## src/rtl/lte_ul_ctrl_pkg.sv

```systemverilog
// Shared types and constants for the uplink antenna-map controller.
// The map holds 8 fields of 4 bits each: a 3-bit position and a reserved bit.
`timescale 1ns/1ps
package lte_ul_ctrl_pkg;

   typedef enum logic [1:0] {
      IDLE  = 2'd0,
      CHECK = 2'd1,
      PEND  = 2'd2
   } cfg_state_e;

   localparam int ANT_NUM = 8;
   localparam int POS_W   = 3;
   localparam int FIELD_W = 4;
   localparam int IDX_W   = 3;
   localparam int MAP_W   = ANT_NUM * FIELD_W;

   localparam logic [MAP_W-1:0] IDENT_MAP = 32'h7654_3210;

   function automatic logic [FIELD_W-1:0] get_field(input logic [MAP_W-1:0] map,
                                                    input logic [IDX_W-1:0] idx);
      return map[idx*FIELD_W +: FIELD_W];
   endfunction

endpackage

```

## src/rtl/lte_ul_hd_watchdog.sv

```systemverilog
// Frame-header watchdog: measures the header-to-header distance and sorts each
// header into good or early. It also raises a lost flag and counts good frames.
`timescale 1ns/1ps
module lte_ul_hd_watchdog #(
   parameter logic [23:0] FRAME_MAX = 24'd2457599,
   parameter int unsigned HD_TOL    = 8
) (
   input  logic        clk,
   input  logic        asy_rst_n,
   input  logic        i_fram_hd,
   output logic        hd_good,
   output logic        o_hd_early,
   output logic        o_hd_lost,
   output logic [15:0] o_frame_num
);

   localparam logic [23:0] WIN_LO  = FRAME_MAX - 24'(HD_TOL);
   localparam logic [23:0] WIN_HI  = FRAME_MAX + 24'(HD_TOL);
   localparam logic [23:0] CNT_SAT = 24'hFF_FFFF;

   logic [23:0] cnt_q, cnt_d;
   logic        first_hd_q, first_hd_d;
   logic        early_q, early_d;
   logic        lost_q, lost_d;
   logic [15:0] frame_q, frame_d;
   logic        in_window;
   logic        hd_early;

   assign in_window = (cnt_q >= WIN_LO) && (cnt_q <= WIN_HI);
   assign hd_good   = i_fram_hd && (first_hd_q || in_window || lost_q);
   assign hd_early  = i_fram_hd && !first_hd_q && !lost_q && (cnt_q < WIN_LO);

   // Lost rises on the edge where the counter steps past the window, so any
   // header seen beyond the window always finds the lost flag already set.
   always_comb begin
      cnt_d      = cnt_q;
      first_hd_d = first_hd_q;
      early_d    = hd_early;
      lost_d     = lost_q;
      frame_d    = frame_q;

      if (i_fram_hd) begin
         cnt_d  = 24'd0;
         lost_d = 1'b0;
      end else begin
         if (cnt_q != CNT_SAT) begin
            cnt_d = cnt_q + 24'd1;
         end
         if (cnt_q >= WIN_HI) begin
            lost_d = 1'b1;
         end
      end

      if (hd_good) begin
         frame_d    = frame_q + 16'd1;
         first_hd_d = 1'b0;
      end
   end

   always_ff @(posedge clk or negedge asy_rst_n) begin
      if (!asy_rst_n) begin
         cnt_q      <= 24'd0;
         first_hd_q <= 1'b1;
         early_q    <= 1'b0;
         lost_q     <= 1'b0;
         frame_q    <= 16'd0;
      end else begin
         cnt_q      <= cnt_d;
         first_hd_q <= first_hd_d;
         early_q    <= early_d;
         lost_q     <= lost_d;
         frame_q    <= frame_d;
      end
   end

   assign o_hd_early  = early_q;
   assign o_hd_lost   = lost_q;
   assign o_frame_num = frame_q;

endmodule

```

## src/rtl/lte_ul_antmap_ctrl.sv

```systemverilog
// Antenna position map controller: validates a new map over 8 cycles, parks it in
// a shadow register and commits it only on a good frame header.
`timescale 1ns/1ps
module lte_ul_antmap_ctrl
   import lte_ul_ctrl_pkg::*;
#(
   parameter logic [23:0]      FRAME_MAX = 24'd2457599,
   parameter int unsigned      HD_TOL    = 8,
   parameter logic [MAP_W-1:0] IDENT_MAP = lte_ul_ctrl_pkg::IDENT_MAP
) (
   input  logic             clk,
   input  logic             asy_rst_n,
   input  logic [MAP_W-1:0] i_cfg_map,
   input  logic             i_cfg_wr,
   input  logic             i_fram_hd,
   output logic [MAP_W-1:0] o_ant_posinfo,
   output logic             o_cfg_busy,
   output logic             o_cfg_done,
   output logic             o_cfg_err,
   output logic             o_hd_early,
   output logic             o_hd_lost,
   output logic [15:0]      o_frame_num
);

   localparam logic [IDX_W-1:0] LAST_IDX = IDX_W'(ANT_NUM - 1);

   cfg_state_e             state_q, state_d;
   logic [MAP_W-1:0]       shadow_q, shadow_d;
   logic [MAP_W-1:0]       posinfo_q, posinfo_d;
   logic [IDX_W-1:0]       idx_q, idx_d;
   logic [ANT_NUM-1:0]     bitmap_q, bitmap_d;
   logic                   chk_err_q, chk_err_d;
   logic                   busy_q, busy_d;
   logic                   done_q, done_d;
   logic                   cfg_err_q, cfg_err_d;
   logic                   hd_good;
   logic [FIELD_W-1:0]     cur_field;
   logic                   field_bad;

   lte_ul_hd_watchdog #(
      .FRAME_MAX (FRAME_MAX),
      .HD_TOL    (HD_TOL)
   ) u_hd_watchdog (
      .clk         (clk),
      .asy_rst_n   (asy_rst_n),
      .i_fram_hd   (i_fram_hd),
      .hd_good     (hd_good),
      .o_hd_early  (o_hd_early),
      .o_hd_lost   (o_hd_lost),
      .o_frame_num (o_frame_num)
   );

   assign cur_field = get_field(shadow_q, idx_q);
   assign field_bad = cur_field[FIELD_W-1] || bitmap_q[cur_field[POS_W-1:0]];

   // A header arriving in CHECK is ignored here; only PEND may commit.
   always_comb begin
      state_d   = state_q;
      shadow_d  = shadow_q;
      posinfo_d = posinfo_q;
      idx_d     = idx_q;
      bitmap_d  = bitmap_q;
      chk_err_d = chk_err_q;
      cfg_err_d = cfg_err_q;
      done_d    = 1'b0;

      case (state_q)
         IDLE: begin
            if (i_cfg_wr) begin
               shadow_d  = i_cfg_map;
               cfg_err_d = 1'b0;
               bitmap_d  = '0;
               chk_err_d = 1'b0;
               idx_d     = '0;
               state_d   = CHECK;
            end
         end
         CHECK: begin
            if (!field_bad) begin
               bitmap_d[cur_field[POS_W-1:0]] = 1'b1;
            end
            chk_err_d = chk_err_q || field_bad;
            idx_d     = idx_q + 3'd1;
            if (idx_q == LAST_IDX) begin
               if (chk_err_q || field_bad) begin
                  cfg_err_d = 1'b1;
                  state_d   = IDLE;
               end else begin
                  state_d = PEND;
               end
            end
         end
         PEND: begin
            if (hd_good) begin
               posinfo_d = shadow_q;
               done_d    = 1'b1;
               state_d   = IDLE;
            end
         end
         default: begin
            state_d = IDLE;
         end
      endcase

      if ((state_q != IDLE) && i_cfg_wr) begin
         cfg_err_d = 1'b1;
      end

      busy_d = (state_d != IDLE);
   end

   always_ff @(posedge clk or negedge asy_rst_n) begin
      if (!asy_rst_n) begin
         state_q   <= IDLE;
         shadow_q  <= '0;
         posinfo_q <= IDENT_MAP;
         idx_q     <= '0;
         bitmap_q  <= '0;
         chk_err_q <= 1'b0;
         busy_q    <= 1'b0;
         done_q    <= 1'b0;
         cfg_err_q <= 1'b0;
      end else begin
         state_q   <= state_d;
         shadow_q  <= shadow_d;
         posinfo_q <= posinfo_d;
         idx_q     <= idx_d;
         bitmap_q  <= bitmap_d;
         chk_err_q <= chk_err_d;
         busy_q    <= busy_d;
         done_q    <= done_d;
         cfg_err_q <= cfg_err_d;
      end
   end

   assign o_ant_posinfo = posinfo_q;
   assign o_cfg_busy    = busy_q;
   assign o_cfg_done    = done_q;
   assign o_cfg_err     = cfg_err_q;

endmodule

```

## config.mk

```make
export PLATFORM = sky130hd
export DESIGN_NAME = lte_ul_antmap_ctrl
export DESIGN_NICKNAME = d
export VERILOG_FILES = /design/src/rtl/lte_ul_ctrl_pkg.sv /design/src/rtl/lte_ul_hd_watchdog.sv /design/src/rtl/lte_ul_antmap_ctrl.sv
export SDC_FILE = /design/constraint.sdc
export NUM_CORES = 1
export LEC_CHECK = 0
export ABC_AREA = 1
export CAP_MARGIN = 20
export CORE_ASPECT_RATIO = 0.5
export CORE_MARGIN = 4
export CORE_UTILIZATION = 50
export CTS_CLUSTER_SIZE = 24
export DETAILED_ROUTE_END_ITERATION = 8
export PLACE_DENSITY_LB_ADDON = 0.3
export SYNTH_ARGS = -nofsm -noshare
export SYNTH_HDL_FRONTEND = slang
export SYNTH_HIERARCHICAL = 1
export SYNTH_SLANG_ARGS = --single-unit
```

## constraint.sdc

```tcl
create_clock -name clk -period 3.07 [get_ports clk]
set_input_delay 0.614 -clock clk [delete_from_list [all_inputs] [get_ports clk]]
set_output_delay 0.614 -clock clk [all_outputs]
set_load 0.01 [all_outputs]
```

### Word-level counts from Yosys, hierarchy flattened

Cells that the tools add are included.

* add/subtract/negate cells: 3
* order comparisons: 6
* eq/ne operators: 9
* shift-type cells: 1
* mux-type cells: 26
* bitwise operators: 1
* reduce and logical (&&, ||, !) cells: 25

Operator list (count)
* 24-bit by 22-bit greater-or-equal comparator with 1-bit output (second input constant): 2
* 24-bit two-way mux: 2
* 32-bit by 6-bit variable part select with 4-bit output: 1
* 24-bit by 1-bit adder with 24-bit output (second input constant): 1
* 24-bit by 22-bit <= comparator with 1-bit output (second input constant): 1
* 24-bit by 22-bit < comparator with 1-bit output (second input constant): 1
* 24-bit inequality test (second input constant): 1
* 16-bit by 1-bit adder with 16-bit output (second input constant): 1
* 8-bit two-way mux: 2
* 8-bit case mux with 2 select lines: 1
* 1-bit two-way mux: 10
* 2-bit nonzero test: 5
* 3-bit inequality test (second input constant): 3
* 2-bit two-way mux: 4
* 8-bit OR: 1
* 1-bit logical AND: 7
* 2-bit case mux with 3 select lines: 1
* 3-bit case mux with 2 select lines: 1
* 2-bit AND reduction: 3
* 1-bit logical OR: 4
* 3-bit by 4-bit < comparator with 1-bit output (second input constant): 1
* 2-bit inequality test (second input constant): 2
* 1-bit case mux with 2 select lines: 2
* 4-bit AND reduction: 1
* other kinds (12): 13

* flip-flop bits (word level): 124
* input port bits: 36
* output and inout bits: 53

### Depth between registers and ports, before layout

* word-level depth: 9
* gate-level depth with buffers: 18

### Cells and area by module

The synthesis kept the hierarchy.

By module, submodules not included
* lte_ul_antmap_ctrl: instances 1, cells an instance 426, area an instance 3701.0 um2
* lte_ul_hd_watchdog: instances 1, cells an instance 368, area an instance 2703.8 um2

### Worst setup path after synthesis

OpenSTA, ideal clock, no wires.

* path type: flip-flop to flip-flop
* start point: register u_hd_watchdog.cnt_q[0]
* end point: register posinfo_q[10], in the netlist o_ant_posinfo[10]
* arrival time: 2.150 ns
* path slack: 0.790 ns
* stages on the path, launching flop included: 19
* buffers on the path: 1
* period minus slack after synthesis: 2.280 ns
* path through: dfrtp_1 ha_1 nand2_1 nand2_1 nor2_1 nand2_1 nand2_1 nand2_1 nand2_1 nand2_2 nand2_4 nand2_8 inv_1 inv_1 nor3_1 inv_2 clkbuf_1 nand2_1 o21ai_0

* longest elaborated chain between the ends: 6
* elaborated cells between the ends (all ways): 7
* classes of those cells: 2 x order compare; 5 x reduce/logical

RTL lines
* start, declared: line lte_ul_hd_watchdog.sv:21 `logic [23:0] cnt_q, cnt_d;`
* start signal, assigned: line lte_ul_hd_watchdog.sv:68 `cnt_q <= cnt_d;`
* 24-bit by 22-bit greater-or-equal comparator with 1-bit output or 24-bit by 22-bit <= comparator with 1-bit output (tied branches): line lte_ul_hd_watchdog.sv:29 `assign in_window = (cnt_q >= WIN_LO) && (cnt_q <= WIN_HI);`
* 1-bit logical AND (*): line lte_ul_hd_watchdog.sv:29
* 1-bit logical OR (*) (2 in a row): line lte_ul_hd_watchdog.sv:30 `assign hd_good = i_fram_hd && (first_hd_q || in_window || lost_q);`
* 1-bit logical AND (*): line lte_ul_hd_watchdog.sv:30
* via hd_good: line lte_ul_antmap_ctrl.sv:36 `logic hd_good;`
* 2-bit AND reduction (no line) (*)
* end signal, assigned: line lte_ul_antmap_ctrl.sv:126 `posinfo_q <= posinfo_d;`
* end, declared: line lte_ul_antmap_ctrl.sv:29 `logic [MAP_W-1:0] posinfo_q, posinfo_d;`

Mark *: on every way through the listed nets, which the timed path passes. The rest lies on a longest branch.
A chain may end at the register's enable or synchronous reset.

### Worst setup path after layout

* start point: register u_hd_watchdog.cnt_q[0]
* end point: register posinfo_q[24], in the netlist o_ant_posinfo[24]

Same word-level chain as after synthesis.

==> impl_metrics.csv <==
group,metric,value,unit
logic_synthesis,yosys.cell_types.count,39,
timing,finalSetupTns,0,ps
worst_setup_path,critPathRequiredTime,3350,ps
floorplanning,die_y,88.0,um
floorplanning,dieArea,0.0148,sq mm
timing,tightest_slew,544,ps
floorplanning,die_w,168,um
logic_synthesis,netlist.area_leader.share,43.4,%
worst_setup_path,worst_setup_path_end_kind,"flip-flop",
timing,clock.fmax,377,MHz
placed_design,place_congestion,0.944,
logic_synthesis,netlist_instances,794,
clock_tree,htreeDepth,4,
global_routing,grt_first_pass_wirelength,26.9,mm
detailed_routing,routed_via_density,5.27,
detailed_routing,drt-pass1-iter-count,5,
logic_synthesis,synth_edf_count,0,
global_routing,antenna_found_initial,0,
placed_design,numPortBuffers,88,
timing,slew_headroom,63.7,%
worst_setup_path,reg2reg_slack,420,ps
timing,setup_viol_count_final,0,
worst_setup_path,critPathMaxFanout,64,
logic_synthesis,yosysSeqAreaShare,48.7,%
cells_and_area,nets,921,
worst_setup_path,timing.rr.start,"u_hd_watchdog/cnt_q[0]$_DFFE_PN0P_",
logic_synthesis,syn_area,0.00640,sq mm
timing,drv_slew,0,
detailed_routing,final_antenna_net_count,0,
timing,period_needed,2650,ps
timing,period_share,86.5,%
clock_tree,clockBufferDepth,2,
worst_setup_path,cp.arrival,2940,ps
floorplanning,core,0.0122,sq mm
timing,rsz0062_at_grt,"false",
worst_setup_path,worstReg2RegEnd,"o_ant_posinfo[24]$_DFFE_PN0P_",
floorplanning,fp-row-count,28,
global_routing,track_usage,22.5,%
timing,fin_skew,11.4,ps
placed_design,dp_hpwl,10.6,mm
global_routing,grt-ovfl-total,0,
timing,finalHoldViolCount,0,
global_routing,grt_max_degree,99,
clock_tree,cts_tree,"yes",
global_routing,grt_pass1_vias,5544,
power_and_ir_drop,p_per_area,776,mW/mm^2
detailed_routing,drc,0,
power_and_ir_drop,cellLeakagePower,3.68,nW
logic_synthesis,synth_flop_cell,"dfrtp_1",
clock_tree,cts_buffers,17,
job,max-cap-violations,0,
clock_tree,clk_pin_slew_worst_paths,60,ps
clock_tree,clockRootBuffer,"clkbuf_16",
logic_synthesis,synth.avg_cell_area,8.07,sq um
logic_synthesis,synth_warnings,6,
detailed_routing,wl_per_cell,14.8,um
detailed_routing,vias,5583,
floorplanning,io_pins,89,
hold_path,hold_class,"primary input to async pin",
clock_tree,clock-sinks,124,
detailed_routing,drt_iter0_drc,476,
floorplanning,initial_utilization,52.7,%
cells_and_area,n_antenna_cell,0,
worst_setup_path,cp-start-kind,"flip-flop",
logic_synthesis,synth_nets,834,
worst_setup_path,reg2regPathDepth,17,
logic_synthesis,synth_area_leader_cell,"dfrtp_1",
logic_synthesis,async_flop_share,100,%
power_and_ir_drop,vdd_drop_max,0.000416,V
detailed_routing,totalWireLength,15.7,mm
logic_synthesis,ys_seq_elements,124,
cells_and_area,syn_to_final_growth,25.0,%
run_status,status,"finished clean",
logic_synthesis,synth.area.top_cells,"dfrtp_1 43%, nand2_1 12%, o21ai_0 6.6%",
clock_tree,hold_buffers,0,
worst_setup_path,critPathKind,"flip-flop to flip-flop",
cells_and_area,drive_gt1_share,13.3,%
clock_tree,clkLatencyLatePin,420,ps
timing,fin_hold_ws,119,ps
cells_and_area,post-route-util,65.9,%
## flip-flops by register name (all words and copies together), names as in the netlist
register / count
bitmap_q: 8
chk_err_q: 1
idx_q: 3
o_ant_posinfo: 32
o_cfg_busy: 1
o_cfg_done: 1
o_cfg_err: 1
shadow_q: 32
state_q: 2
u_hd_watchdog/cnt_q: 24
u_hd_watchdog/first_hd_q: 1
u_hd_watchdog/o_frame_num: 16
u_hd_watchdog/o_hd_early: 1
u_hd_watchdog/o_hd_lost: 1
## placed cells by master, fill, tap and decap left out, types with 4 or more instances in the layout
cell type	synthesis	final
xnor2_1	8	8
nor3_1	17	16
a31oi_1	5	5
ha_1	4	4
inv_6	0	7
clkbuf_16	0	17
o21ai_0	84	84
nand3_1	65	65
inv_2	9	8
nand2_2	23	23
nand2_1	198	198
xor2_1	11	11
nor2_1	47	47
dfrtp_1	111	111
o21ai_1	6	6
nand4_1	22	22
inv_8	0	6
or2_2	4	4
clkdlybuf4s50_1	0	87
nand2_4	5	5
nand3_2	10	10
inv_1	90	90
a21oi_1	15	15
buf_4	2	7
dfstp_2	13	13
## Yosys cell counts (4+ instances only)
cell	instances
nor2_1	47
xnor2_1	8
nor3_1	17
nand3_2	10
a21oi_1	15
ha_1	4
nand2_2	23
or2_2	4
o21ai_1	6
nand3_1	65
inv_1	90
nand4_1	22
buf_2	4
nand2_1	198
clkbuf_1	18
o21ai_0	84
xor2_1	11
a31oi_1	5
dfrtp_1	111
dfstp_2	13
nand2_4	5
inv_2	9
## power by group
part / internal, W / switching (W) / total, W / leakage, nW
clock network: 0.00108 / 0.000850 / 0.00193 / 0.281
logic: 0.000722 / 0.00132 / 0.00204 / 1.80
registers: 0.00198 / 0.000267 / 0.00224 / 1.60
total: 0.00378 / 0.00244 / 0.00622 / 3.68
## worst max-delay path by stage
stage,startpoint,end
6_report,u_hd_watchdog/cnt_q[0]$_DFFE_PN0P_,o_ant_posinfo[24]$_DFFE_PN0P_
5_1_grt,u_hd_watchdog/cnt_q[0]$_DFFE_PN0P_,o_ant_posinfo[27]$_DFFE_PN0P_
4_1_cts,u_hd_watchdog/cnt_q[0]$_DFFE_PN0P_,o_ant_posinfo[12]$_DFFE_PN1P_
3_5_place_dp,u_hd_watchdog/cnt_q[0]$_DFFE_PN0P_,o_ant_posinfo[1]$_DFFE_PN0P_
3_3_place_gp,u_hd_watchdog/cnt_q[0]$_DFFE_PN0P_,o_ant_posinfo[7]$_DFFE_PN0P_
2_1_floorplan,u_hd_watchdog/cnt_q[0]$_DFFE_PN0P_,o_ant_posinfo[10]$_DFFE_PN0P_
## routing by layer
layer	global-route usage [%]	part of all wire [%]	up-vias
li1	-	-	2738
met1	30.2	46	2683
met2	38.0	49	144
met3	3.65	4.1	18
met4	7.51	1.1	0
met5	0	0	-
## final cells by class
type	count	area [sq um]
clock buffers	17	425
flip-flops and latches	124	3120
multi-input cells	543	2780
well taps	165	206
repair buffers	96	963
inverters	99	377
clock inverters	15	141
fillers	1002	4150
## logic make-up after synthesis
family,count (synthesis),share of synthesized area [%]
buffers and inverters,127,8.13
adder cells (fa/ha/maj),4,0.781
AND/OR/NAND/NOR,407,30.7
XOR/XNOR,19,2.60
AO/OA/AOI/OAI,113,9.12
flip-flops,124,48.7
## critical path, cell delays in order, from the launching register on
cell	delay, ps
dfrtp_1	420
ha_1	280
nand2_1	170
nand2_1	70
nor2_1	100
nand2_1	60
nand2_1	60
nand2_1	60
nand2_1	80
nand2_2	60
nand2_4	190
nand2_8	160
inv_1	100
inv_1	80
nor3_4	220
inv_6	190
nand2_1	110
o21ai_0	80
## metrics by stage
| step | std cells | cell area, sq um | power, W | worst slack, ps |
|---|---|---|---|---|
| after floorplan | 794 | 6400 | 0.00370 | 790 |
| after global placement | 1027 | 7430 | 0.00418 | 295 |
| after global routing | 1059 | 8010 | 0.00665 | 41.0 |
| after CTS | 1059 | 8000 | 0.00624 | 72.5 |
| after detailed placement | 1027 | 7430 | 0.00426 | 88.4 |
| final | 1059 | 8010 | 0.00622 | 415 |
## what timing repair did
action | in CTS | in global routing
setup buffers | 0 | 0
gates resized for setup | 1 | 3
setup endpoints to repair | 3 | 32
cloned | 0 | 0
Power figures use the tool's default switching activity.
